[config.mk]
export PLATFORM = sky130hd
export DESIGN_NAME = vend_ctrl
export DESIGN_NICKNAME = d
export VERILOG_FILES = /design/src/rtl/vend_ctrl.sv
export SDC_FILE = /design/constraint.sdc
export NUM_CORES = 1
export LEC_CHECK = 0
export CELL_PAD_IN_SITES_DETAIL_PLACEMENT = 1
export CELL_PAD_IN_SITES_GLOBAL_PLACEMENT = 1
export CORE_UTILIZATION = 42
export CTS_CLUSTER_DIAMETER = 30
export DETAILED_ROUTE_END_ITERATION = 12
export HOLD_SLACK_MARGIN = 0.08
export PLACE_DENSITY = 0.86
export SYNTH_ARGS = -nofsm -noshare
export SYNTH_HDL_FRONTEND = slang
export SYNTH_SLANG_ARGS = --single-unit
[constraint.sdc]
create_clock -name CLK -period 4.95 [get_ports CLK]
set_input_delay 1.2375 -clock CLK [delete_from_list [all_inputs] [get_ports CLK]]
set_output_delay 1.2375 -clock CLK [all_outputs]
set_load 0.1 [all_outputs]
[src/rtl/vend_ctrl.sv]
// ----------------------------------------------------------------------------
// vend_ctrl
//   Coin-operated vending controller. It accepts coins into a credit register,
//   vends a product when enough credit is present or when a free-vend (PASS)
//   request arrives, returns change one CHG_UNIT at a time, and refunds all
//   credit on CANCEL or after TIMEOUT idle cycles while holding credit.
//
// Ports
//   CLK        in   clock, rising edge
//   RST        in   synchronous active-high reset
//   COIN_VLD   in   coin inserted this cycle
//   COIN_VAL   in   [CW]  coin value in cents
//   SEL_VLD    in   product selection strobe
//   SEL        in   [SW]  product index
//   PASS       in   free vend of SEL
//   CANCEL     in   refund request
//   CREDIT     out  [CW]  current credit
//   VEND       out  one-cycle dispense pulse
//   VEND_ID    out  [SW]  product dispensed, valid with VEND
//   COIN_REJ   out  one-cycle coin-returned pulse
//   CHG_PULSE  out  one pulse per CHG_UNIT cents returned
//   BUSY       out  high while vending or returning change
// ----------------------------------------------------------------------------
module vend_ctrl #(
    parameter int                   CW         = 8,
    parameter int                   N_PROD     = 4,
    parameter logic [N_PROD*CW-1:0] PRICES     = {8'd75, 8'd50, 8'd50, 8'd25},
    parameter int                   MAX_CREDIT = 200,
    parameter int                   CHG_UNIT   = 5,
    parameter int                   TIMEOUT    = 1000,
    localparam int                  SW         = (N_PROD > 1) ? $clog2(N_PROD) : 1
) (
    input  logic          CLK,
    input  logic          RST,
    input  logic          COIN_VLD,
    input  logic [CW-1:0] COIN_VAL,
    input  logic          SEL_VLD,
    input  logic [SW-1:0] SEL,
    input  logic          PASS,
    input  logic          CANCEL,
    output logic [CW-1:0] CREDIT,
    output logic          VEND,
    output logic [SW-1:0] VEND_ID,
    output logic          COIN_REJ,
    output logic          CHG_PULSE,
    output logic          BUSY
);

    typedef enum logic [1:0] {S_IDLE, S_HOLD, S_VEND, S_CHANGE} state_t;

    localparam int TW = $clog2(TIMEOUT + 1);

    state_t        state, state_nx;
    logic [CW-1:0] credit_nx;
    logic [SW-1:0] vend_id_nx;
    logic          vend_nx, coin_rej_nx, chg_pulse_nx, busy_nx;
    logic          free_vend, free_vend_nx;
    logic [TW-1:0] tmr, tmr_nx;

    logic [CW-1:0] sel_price;
    logic          sel_ok;
    logic [CW:0]   coin_sum;
    logic          coin_ok;

    // Requests that are actually acted on; an ignored request (CANCEL with
    // no credit, out-of-range SEL) does not block lower-priority inputs.
    logic          cancel_win, pass_win, sel_win, coin_take;

    always_comb begin
        sel_price = '0;
        for (int i = 0; i < N_PROD; i++)
            if (SEL == SW'(i)) sel_price = PRICES[i*CW +: CW];
    end

    assign sel_ok   = int'(SEL) < N_PROD;
    // Sum carries one extra bit so an overflowing coin is still rejected.
    assign coin_sum = {1'b0, CREDIT} + {1'b0, COIN_VAL};
    assign coin_ok  = (COIN_VAL != '0) && ((COIN_VAL % CW'(CHG_UNIT)) == '0) &&
                      (coin_sum <= (CW+1)'(MAX_CREDIT));

    assign cancel_win = CANCEL && (state == S_HOLD);
    assign pass_win   = PASS && sel_ok;
    assign sel_win    = SEL_VLD && sel_ok;
    assign coin_take  = COIN_VLD && coin_ok && !cancel_win && !pass_win && !sel_win;

    always_comb begin
        // NOTE: every signal gets a default first so no path leaves it unassigned
        // and no latch is inferred.
        state_nx     = state;
        credit_nx    = CREDIT;
        vend_id_nx   = VEND_ID;
        free_vend_nx = free_vend;
        tmr_nx       = tmr;
        vend_nx      = 1'b0;
        coin_rej_nx  = 1'b0;
        chg_pulse_nx = 1'b0;

        case (state)
            S_IDLE, S_HOLD: begin
                // Idle timer: any activity clears it; it only counts in HOLD.
                if (SEL_VLD || PASS || CANCEL || coin_take) begin
                    tmr_nx = '0;
                end else if (state == S_HOLD) begin
                    if (tmr == TW'(TIMEOUT - 1)) begin
                        tmr_nx   = '0;
                        state_nx = S_CHANGE;
                    end else begin
                        tmr_nx = tmr + TW'(1);
                    end
                end

                if (cancel_win) begin
                    state_nx = S_CHANGE;
                end else if (pass_win) begin
                    state_nx     = S_VEND;
                    vend_id_nx   = SEL;
                    free_vend_nx = 1'b1;
                end else if (sel_win) begin
                    // Insufficient credit still wins priority but changes nothing.
                    if (CREDIT >= sel_price) begin
                        state_nx     = S_VEND;
                        credit_nx    = CREDIT - sel_price;
                        vend_id_nx   = SEL;
                        free_vend_nx = 1'b0;
                    end
                end else if (coin_take) begin
                    credit_nx = coin_sum[CW-1:0];
                    state_nx  = S_HOLD;
                end

                coin_rej_nx = COIN_VLD && !coin_take;
            end

            S_VEND: begin
                vend_nx     = 1'b1;
                coin_rej_nx = COIN_VLD;
                if (CREDIT == '0)   state_nx = S_IDLE;
                else if (free_vend) state_nx = S_HOLD;
                else                state_nx = S_CHANGE;
            end

            S_CHANGE: begin
                coin_rej_nx = COIN_VLD;
                if (CREDIT > CW'(CHG_UNIT)) begin
                    credit_nx    = CREDIT - CW'(CHG_UNIT);
                    chg_pulse_nx = 1'b1;
                end else begin
                    // Final unit (or nothing left): leave the same cycle credit hits 0.
                    chg_pulse_nx = (CREDIT != '0);
                    credit_nx    = '0;
                    state_nx     = S_IDLE;
                end
            end

            default: state_nx = S_IDLE;
        endcase

        busy_nx = (state_nx == S_VEND) || (state_nx == S_CHANGE);
    end

    always_ff @(posedge CLK) begin
        if (RST) begin
            state     <= S_IDLE;
            CREDIT    <= '0;
            VEND      <= 1'b0;
            VEND_ID   <= '0;
            COIN_REJ  <= 1'b0;
            CHG_PULSE <= 1'b0;
            BUSY      <= 1'b0;
            free_vend <= 1'b0;
            tmr       <= '0;
        end else begin
            // NOTE: sequential state uses non-blocking assignment so every
            // register samples the pre-edge values.
            state     <= state_nx;
            CREDIT    <= credit_nx;
            VEND      <= vend_nx;
            VEND_ID   <= vend_id_nx;
            COIN_REJ  <= coin_rej_nx;
            CHG_PULSE <= chg_pulse_nx;
            BUSY      <= busy_nx;
            free_vend <= free_vend_nx;
            tmr       <= tmr_nx;
        end
    end

endmodule

==> impl_metrics.env, run 1 <==
export IMPL_status="complete, no violations"
export IMPL_fin_crit_sh_pct=93.7
export IMPL_h_tree_depth=1
export IMPL_finalSetupTns_ns=0
export IMPL_die_h_um=83.4
export IMPL_routedWlPerCell_um=17.5
export IMPL_hold_path_class="reg -> reg"
export IMPL_globalplace_congestion=0.927
export IMPL_synth_seq_cells=27
export IMPL_ctsHoldBuffers=0
export IMPL_startpoint_type="input port"
export IMPL_clockBufferDepth=2
export IMPL_grt_pass1_vias=2994
export IMPL_dr_pass1_iters=4
export IMPL_synth_top_flop_cell="dfxtp_1"
export IMPL_setup_viol_count_final=0
export IMPL_dp_hpwl_um=6750
export IMPL_vdd_drop_max_mv=0.220
export IMPL_static_leakage_power_nw=1.33
export IMPL_rsz0062_at_grt="no"
export IMPL_synth_top_area_share_pct=19.4
export IMPL_cts_tree="yes"
export IMPL_die_area_um2=6950
export IMPL_clock_skew_ns=0.00843
export IMPL_cp_slowest_cell="clkdlybuf4s50_1"
export IMPL_path_cells="clkdlybuf4s50_1, inv_1, ha_1, inv_1, ha_1, inv_1, fa_1, o21a_1, o21a_1, o21ai_0, a21boi_0, o41ai_2, buf_4, nor2b_1, nand2_1, a31oi_1, nor3_1"
export IMPL_clock_latency_ns=0.28
export IMPL_p_per_area_nw_per_um2=188
export IMPL_drtIter0Drc=132
export IMPL_wl_met2_um=4230
export IMPL_core_area_um2=6390
export IMPL_crit_fanout=4
export IMPL_ant_nets=0
export IMPL_synth_edf_count=0
export IMPL_synth_most_common_cell="nor2_1"
export IMPL_crit_arrival_ns=4.81
export IMPL_cts_resized_gates=0
export IMPL_worstPathRequired_ns=5.12
export IMPL_vias_per_cell=6.03
export IMPL_place_area_um2=3240
export IMPL_top_layer_used="met4"
export IMPL_synth_cells=371
export IMPL_cp_end_kind="flop"
export IMPL_grt_max_degree=19
export IMPL_grt_overflow_total=0
export IMPL_worst_slew_margin_rel_pct=34.6
export IMPL_crit_family="compound AO/OA/AOI/OAI gates"
export IMPL_syn_num_nets=412
export IMPL_whs_ns=0.510
export IMPL_hold_violations=0
export IMPL_critical_path_most_common_cell="inv_1"
export IMPL_drive_gt1_share_pct=8.58
export IMPL_cts_buffers=3
export IMPL_cts_root_buf="clkbuf_8"
export IMPL_antenna_found_initial=0
export IMPL_worst_pin_slew_ns=0.979
export IMPL_postCtsSetupBuffers=0
export IMPL_synthTopCellsByArea="dfxtp_1 19%, ha_1 10%, nor2_1 4.2%"
export IMPL_cts_sinks=27
export IMPL_syn_avg_cell_area_um2=7.50
export IMPL_rows=29
export IMPL_grt_usage_pct=25.0
export IMPL_nets=450
export IMPL_num_vias=2923
export IMPL_drt_total_wl_um=8500
export IMPL_fmax_mhz=215
export IMPL_route_detailed_drc=0
export IMPL_portBuffers=29
export IMPL_ys_top_cells_by_count="31 x nor2_1, 27 x dfxtp_1, 25 x inv_1, 25 x nand2_1, 23 x ha_1"
export IMPL_crit_type="in -> reg"
export IMPL_dieWidth_um=83.4
export IMPL_clk_pin_slew_ns=0.10
export IMPL_wl_met1_um=3920
export IMPL_async_flop_share_pct=0
export IMPL_start_util_pct=43.6
export IMPL_ys_warn_count=0
export IMPL_synth_top_area_cell="dfxtp_1"
export IMPL_grt_pass1_wl_um=14400
export IMPL_drv_cap=0
export IMPL_fin_area_um2=3290
export IMPL_antenna_cells=0
export IMPL_syn2layout_area_growth_pct=18.3
export IMPL_path_buf_inv=5
export IMPL_synth_yosys_seq_area_share_pct=19.4
export IMPL_cpPeakStageDelay_ns=0.54
export IMPL_slew_violations=0
export IMPL_ios=30
export IMPL_layout_min_cycle_time_ns=4.64
export IMPL_netlist_area_um2=2780
export IMPL_synth_cell_types=62
export IMPL_route_met3_wl_um=241
==> power by group <==
| part | internal [mW] | total (mW) | switching, mW |
|---|---|---|---|
| combinational | 0.0969 | 0.251 | 0.154 |
| sequential | 0.225 | 0.239 | 0.0139 |
| clock | 0.0566 | 0.130 | 0.0732 |
| total | 0.379 | 0.620 | 0.241 |
==> per-stage QoR <==
step | setup slack [ns] | cells | power [mW] | util [%]
after floorplan | 0.829 | 371 | 0.415 | -
after global placement | 0.154 | 481 | 0.485 | 50.7
after detailed placement | -0.0751 | 481 | 0.492 | 50.7
after CTS | 0.188 | 485 | 0.623 | 51.4
after global routing | 0.129 | 485 | 0.654 | 51.5
final | 0.309 | 485 | 0.620 | 51.5
==> worst min-delay path, delay by kind of cell (launching register included) <==
family | cells | cell delay, ns
compound gates | 1 | 0.06
flops | 1 | 0.35
buf+inv | 1 | 0.06
==> final timing paths <==
path,slack [ns],endpoint,cells after the start,startpoint
hold / removal,0.51,tmr[1],2,tmr[1]
setup / recovery,0.31,BUSY,17,SEL[0]
setup reg to reg,1.57,tmr[8],13,CREDIT[0]
hold reg to reg,0.51,tmr[1],2,tmr[1]
==> logic make-up after synthesis <==
family / Yosys count / synth area share [%]
xor gates and xnor gates: 14 / 4.41
and+or+nand+nor: 150 / 28.3
buffers and inverters: 42 / 6.34
DFF: 27 / 19.4
adders and majority gates: 25 / 11.8
muxes: 5 / 1.80
AOI/OAI and AO/OA: 108 / 27.9
==> cell type report <==
class | instances | area (um^2)
fill | 810 | 3100
multi-input combinational | 302 | 2070
sequential | 27 | 541
timing repair buffer | 48 | 433
inverter | 27 | 101
tap | 77 | 96.3
clock buffer | 3 | 41.3
clock inverter | 1 | 5.00
==> per-layer routing <==
layer	vias to the layer above	track usage, %
li1	1450	-
met1	1420	31.8
met2	41	44.2
met3	12	3.88
met4	0	5.33
met5	-	0
==> flip-flops by register name (all words and copies together), names as in the netlist <==
| name | flops |
|---|---|
| CREDIT | 8 |
| VEND | 1 |
| CHG_PULSE | 1 |
| state | 2 |
| tmr | 10 |
| free_vend | 1 |
| VEND_ID | 2 |
| COIN_REJ | 1 |
| BUSY | 1 |
==> cells in the final DEF, fill, tap and decap left out, types with 3 or more instances in the layout <==
cell type | netlist | routed
a211o_1 | 3 | 3
a211oi_1 | 8 | 8
a21o_1 | 10 | 10
a21oi_1 | 10 | 10
a22oi_1 | 3 | 3
a31oi_1 | 5 | 5
and2_1 | 3 | 3
and3_1 | 4 | 4
buf_4 | 1 | 19
clkbuf_8 | 0 | 3
clkdlybuf4s50_1 | 0 | 29
dfxtp_1 | 27 | 27
ha_1 | 23 | 23
inv_1 | 25 | 25
mux2i_1 | 5 | 5
nand2_1 | 25 | 25
nand2b_1 | 9 | 9
nand3_1 | 18 | 18
nand3b_1 | 4 | 4
nand4_1 | 3 | 3
nor2_1 | 31 | 31
nor2b_1 | 11 | 11
nor3_1 | 19 | 19
nor3b_1 | 3 | 3
nor4_1 | 3 | 3
o211ai_1 | 8 | 8
o21a_1 | 5 | 5
o21ai_0 | 21 | 21
o221ai_1 | 6 | 6
o22a_1 | 3 | 3
o22ai_1 | 8 | 8
or3_1 | 6 | 6
xnor2_1 | 8 | 8
xor2_1 | 6 | 6
No activity file was read; power rests on OpenSTA's default activity.
==> run 2, diff against run 1 <==
==> constraint.sdc (replaced) <==
create_clock -name CLK -period 4.95 [get_ports CLK]
set_input_delay 0.495 -clock CLK [delete_from_list [all_inputs] [get_ports CLK]]
set_output_delay 0.495 -clock CLK [all_outputs]
set_load 0.1 [all_outputs]
==> impl_metrics.env, run 2 (synthesis results as in run 1) <==
export IMPL_fmax_mhz=242
export IMPL_setup_ws_ns=0.821
export IMPL_p_per_area_nw_per_um2=192
export IMPL_grt_pass1_wl_um=14200
export IMPL_grt_usage_pct=24.6
export IMPL_crit_fanout=16
export IMPL_num_vias=2908
export IMPL_ios=30
export IMPL_grt_overflow_total=0
export IMPL_dieWidth_um=83.4
export IMPL_cpPeakStageDelay_ns=0.69
export IMPL_holdCritStartpoint="tmr[1]"
export IMPL_route_detailed_drc=0
export IMPL_portBuffers=29
export IMPL_crit_type="in -> reg"
export IMPL_vdd_drop_max_mv=0.136
export IMPL_dr_pass1_iters=4
export IMPL_clk_pin_slew_ns=0.10
export IMPL_reg_top3="tmr x10, CREDIT x8"
export IMPL_globalplace_congestion=0.781
export IMPL_cp_end_kind="flop"
export IMPL_worst_pin_slew_ns=0.981
export IMPL_static_leakage_power_nw=1.25
export IMPL_hold_path_class="reg -> reg"
export IMPL_regMostFlops="tmr"
export IMPL_drv_cap=0
export IMPL_ant_nets=0
export IMPL_regArea_um2=541
export IMPL_rsz0062_at_grt="no"
export IMPL_crit_family="compound AO/OA/AOI/OAI gates"
export IMPL_layout_min_cycle_time_ns=4.13
export IMPL_vias_per_cell=6.17
export IMPL_path_cells="clkdlybuf4s50_1, nor4b_1, a22oi_1, a32o_1, nand2_1, inv_1, ha_1, o211ai_1, a21o_1, o211ai_1, a31oi_1, buf_4, or3b_1, a31oi_1"
export IMPL_nets=436
export IMPL_routedWlPerCell_um=17.7
export IMPL_setup_viol_count_final=0
export IMPL_cts_buffers=3
export IMPL_finalSetupTns_ns=0
export IMPL_cts_root_buf="clkbuf_8"
export IMPL_n_fill_cell=805
export IMPL_path_buf_inv=3
export IMPL_die_area_um2=6950
export IMPL_hold_path_cell_count=2
export IMPL_grt_pass1_vias=2966
export IMPL_postCtsSetupBuffers=0
export IMPL_multiInputGateArea_um2=2060
export IMPL_worstPathRequired_ns=5.17
export IMPL_crit_arrival_ns=4.35
export IMPL_antenna_cells=0
export IMPL_clock_latency_ns=0.28
export IMPL_drive_gt1_share_pct=4.82
export IMPL_fin_crit_sh_pct=83.4
export IMPL_r2r_setup_slack_ns=1.53
export IMPL_hold_violations=0
export IMPL_antenna_found_initial=0
export IMPL_core_area_um2=6390
export IMPL_fin_util_pct=49.7
export IMPL_drtIter0Drc=154
export IMPL_dpl_worst_slack_ns=0.548
export IMPL_h_tree_depth=1
export IMPL_cts_sinks=27
export IMPL_dp_hpwl_um=6510
export IMPL_die_h_um=83.4
export IMPL_syn2layout_area_growth_pct=14.2
export IMPL_worst_slew_margin_rel_pct=34.4
export IMPL_clock_skew_ns=0.00689
export IMPL_cts_resized_gates=0
export IMPL_min_to="tmr[1]"
export IMPL_layout_commonest_cell="nor2_1"
export IMPL_grt_max_degree=19
export IMPL_cp_slowest_cell="clkdlybuf4s50_1"
export IMPL_reg2reg_depth=15
export IMPL_drt_total_wl_um=8320
export IMPL_cts_tree="yes"
export IMPL_status="complete, no violations"
export IMPL_clockBufferDepth=2
export IMPL_slew_violations=0
export IMPL_rows=29
export IMPL_layout_common_cells="31 x nor2_1, 29 x clkdlybuf4s50_1, 27 x dfxtp_1, 25 x inv_1, 25 x nand2_1"
export IMPL_reg2reg_to="CREDIT[6]"
export IMPL_r2r_start="CREDIT[0]"
export IMPL_ctsHoldBuffers=0
export IMPL_start_util_pct=43.6
export IMPL_largest_reg_flops=10
export IMPL_startpoint_type="input port"
run 2: cell count changes in the layout (fill, tap and decap cells not counted):
cell | previous run | this run
buf_4 | 19 | 5
o41ai_2 | 1 | 0
clkinv_2 | 1 | 0
o41ai_1 | 0 | 1
clkbuf_1 | 0 | 1
run 2: cell type report:
| cell class | instances | share of cell area, % |
|---|---|---|
| repair buffers | 34 | 10.3 |
| well taps | 77 | 3.03 |
| clock buffers | 4 | 1.42 |
| inverters | 27 | 3.19 |
| multi-input cells | 302 | 65.0 |
| flip-flops and latches | 27 | 17.0 |
run 2: worst max path at each step:
stage,start,to,slack (ns),cells past startpoint
3_3_place_gp,SEL[0],CREDIT[6],0.74,18
2_1_floorplan,CREDIT[1],CREDIT[0],1.26,12
5_1_grt,COIN_VAL[7],CREDIT[5],0.56,14
6_report,COIN_VAL[7],CREDIT[5],0.82,14
4_1_cts,COIN_VAL[7],CREDIT[5],0.85,15
3_5_place_dp,COIN_VAL[7],CREDIT[5],0.55,15
run 2: routing by layer:
| metal | vias to the layer above | global-route usage [%] | part of all wire (%) |
|---|---|---|---|
| met5 | - | 0 | 0 |
| met4 | 0 | 5.33 | 1.0 |
| met3 | 11 | 2.78 | 2.2 |
| met2 | 43 | 45.4 | 51 |
| met1 | 1441 | 30.6 | 46 |
| li1 | 1413 | - | - |
run 2: report_power, final:
group          total, mW  internal (mW)  switching [mW]
clock              0.132         0.0579          0.0740
sequential         0.240          0.225          0.0145
combinational      0.238         0.0883           0.150
run 2: per-stage QoR:
step | instance area (um^2) | total power [mW] | cells | hold slack, ns
2_1_floorplan | 2780 | 0.415 | 371 | 0.454
3_3_place_gp | 3130 | 0.473 | 467 | 0.473
3_5_place_dp | 3130 | 0.481 | 467 | 0.484
4_1_cts | 3180 | 0.610 | 471 | 0.498
5_1_grt | 3180 | 0.644 | 471 | 0.531
6_report | 3180 | 0.610 | 471 | 0.499
run 2: worst register-to-register path, delay by kind of cell, from the launching register on:
family / cells / cell delay [ns]
AOI/OAI and AO/OA: 7 / 1.30
and+or+nand+nor: 1 / 0.07
buffers and inverters: 4 / 0.66
muxes: 1 / 0.24
adders and majority gates: 2 / 0.63
DFF: 1 / 0.40
==> run 3, diff against run 2 <==
==> constraint.sdc (replaced) <==
create_clock -name CLK -period 3.81 [get_ports CLK]
set_input_delay 0.381 -clock CLK [delete_from_list [all_inputs] [get_ports CLK]]
set_output_delay 0.381 -clock CLK [all_outputs]
set_load 0.1 [all_outputs]
==> impl_metrics.env, run 3 (synthesis results as in run 1) <==
export IMPL_vias_per_cell=6.09
export IMPL_regMostFlops="tmr"
export IMPL_grt_overflow_total=0
export IMPL_regArea_um2=541
export IMPL_endpoint="CREDIT[5]"
export IMPL_worst_slew_margin_rel_pct=34.5
export IMPL_antenna_found_initial=0
export IMPL_r2r_start="CREDIT[0]"
export IMPL_setup_viol_count_final=0
export IMPL_rows=29
export IMPL_crit_fanout=5
export IMPL_reg_top3="tmr x10, CREDIT x8"
export IMPL_die_h_um=83.4
export IMPL_cp_end_kind="flop"
export IMPL_grt_max_degree=19
export IMPL_switching_share_pct=39.0
export IMPL_r2r_setup_slack_ns=0.30
export IMPL_worstPathRequired_ns=4.02
export IMPL_num_vias=3052
export IMPL_cts_root_buf="clkbuf_8"
export IMPL_seq_power_share_pct=37.4
export IMPL_largest_reg_flops=10
export IMPL_drtIter0Drc=164
export IMPL_whs_ns=0.511
export IMPL_status="complete, no violations"
export IMPL_clk_pin_slew_ns=0.10
export IMPL_fin_crit_sh_pct=97.1
export IMPL_clock_latency_ns=0.28
export IMPL_reg2reg_to="CREDIT[5]"
export IMPL_static_leakage_power_nw=1.41
export IMPL_route_detailed_drc=0
export IMPL_dr_pass1_iters=4
export IMPL_fin_util_pct=53.7
export IMPL_core_area_um2=6390
export IMPL_drt_total_wl_um=9370
export IMPL_startpoint_type="input port"
export IMPL_dieWidth_um=83.4
export IMPL_h_tree_depth=1
export IMPL_cpPeakStageDelay_ns=0.52
export IMPL_routedWlPerCell_um=18.7
export IMPL_p_sw_uw=324
export IMPL_hold_path_class="reg -> reg"
export IMPL_drv_cap=0
export IMPL_grt_usage_pct=27.0
export IMPL_cts_sinks=27
export IMPL_clockBufferDepth=2
export IMPL_syn2layout_area_growth_pct=23.3
export IMPL_globalplace_congestion=0.912
export IMPL_grt_pass1_wl_um=15300
export IMPL_clock_skew_ns=0.00385
export IMPL_slew_violations=0
export IMPL_vdd_drop_max_mv=0.201
export IMPL_reg2reg_depth=14
export IMPL_nets=466
export IMPL_die_area_um2=6950
export IMPL_p_comb_share_pct=42.0
export IMPL_antenna_cells=0
export IMPL_layout_commonest_cell="buf_4"
export IMPL_layout_min_cycle_time_ns=3.70
export IMPL_fmax_mhz=270
export IMPL_hold_violations=0
export IMPL_drive_gt1_share_pct=12.7
export IMPL_p_per_area_nw_per_um2=242
export IMPL_grt_pass1_vias=3148
export IMPL_ctsHoldBuffers=0
export IMPL_ant_nets=0
export IMPL_cp_slowest_cell="clkdlybuf4s50_1"
export IMPL_cts_buffers=3
export IMPL_portBuffers=29
export IMPL_p_total_uw=830
export IMPL_place_inst=494
export IMPL_path_cells="clkdlybuf4s50_1, or3b_2, a21o_1, a32o_1, nand2_1, inv_1, ha_1, inv_1, nand3_1, a211o_1, a221oi_4, a31oi_1, clkdlybuf4s15_2, or3b_1, a31oi_1"
export IMPL_cts_tree="yes"
export IMPL_pwr_share_clk_pct=20.5
export IMPL_crit_arrival_ns=3.91
export IMPL_crit_type="in -> reg"
export IMPL_ios=30
export IMPL_multiInputGateArea_um2=2090
export IMPL_dp_hpwl_um=7200
export IMPL_layout_common_cells="34 x buf_4, 31 x nor2_1, 28 x clkdlybuf4s50_1, 27 x dfxtp_1"
export IMPL_start_util_pct=43.6
export IMPL_p_int_uw=507
export IMPL_crit_path_start="COIN_VAL[6]"
export IMPL_stdcell_count=501
export IMPL_worst_pin_slew_ns=0.980
export IMPL_n_fill_cell=819
-- run 3: power groups by stage --
| stage | Combinational (mW) | Clock (mW) | Sequential, mW |
|---|---|---|---|
| after floorplan | 0.182 | 0 | 0.356 |
| after global placement | 0.326 | 0 | 0.317 |
| after detailed placement | 0.340 | 0 | 0.317 |
| after CTS | 0.343 | 0.171 | 0.311 |
| after global routing | 0.377 | 0.180 | 0.313 |
| final | 0.349 | 0.170 | 0.311 |
-- run 3: what timing repair did --
item	CTS	global route
hold endpoints to repair	0	0
pin swaps	1	3
resized for setup	3	5
cloned	0	1
setup buffers	0	2
setup endpoints to repair	1	17
-- run 3: routing by layer --
metal | GRT usage (%) | vias to the layer above | part of all wire, %
li1 | - | 1475 | -
met1 | 34.6 | 1485 | 45
met2 | 46.9 | 70 | 50
met3 | 3.68 | 22 | 3.0
met4 | 8.15 | 0 | 2.7
met5 | 0 | - | 0
-- run 3: worst min-delay path by stage --
stage | start | slack (ns) | depth (start not counted) | endpoint
finish | tmr[1] | 0.51 | 2 | tmr[1]
global route | tmr[1] | 0.53 | 2 | tmr[1]
CTS | tmr[1] | 0.50 | 2 | tmr[1]
detailed placement | tmr[1] | 0.49 | 2 | tmr[1]
global placement | tmr[1] | 0.47 | 2 | tmr[1]
floorplan | free_vend | 0.45 | 2 | free_vend
-- run 3: worst max-delay path: cells and delay by family --
| family | cells | cell delay (ns) |
|---|---|---|
| and+or+nand+nor | 4 | 0.98 |
| adders and majority gates | 1 | 0.22 |
| AOI/OAI and AO/OA | 6 | 1.38 |
| buffers and inverters | 4 | 0.95 |
-- run 3: stage by stage --
step           area, um^2  setup WS, ns  setup TNS [ns]
2_1_floorplan        2780         0.122               0
3_3_place_gp         3330       -0.0277         -0.0736
3_5_place_dp         3330        -0.274           -2.46
4_1_cts              3390        0.0615               0
5_1_grt              3430       -0.0555          -0.254
6_report             3430         0.109               0
-- run 3: layout make-up --
type	count	share of cell area (%)
multi-input cells	302	60.9
flip-flops and latches	27	15.8
clock buffers	4	1.31
well taps	77	2.81
repair buffers	64	16.3
inverters	27	2.96
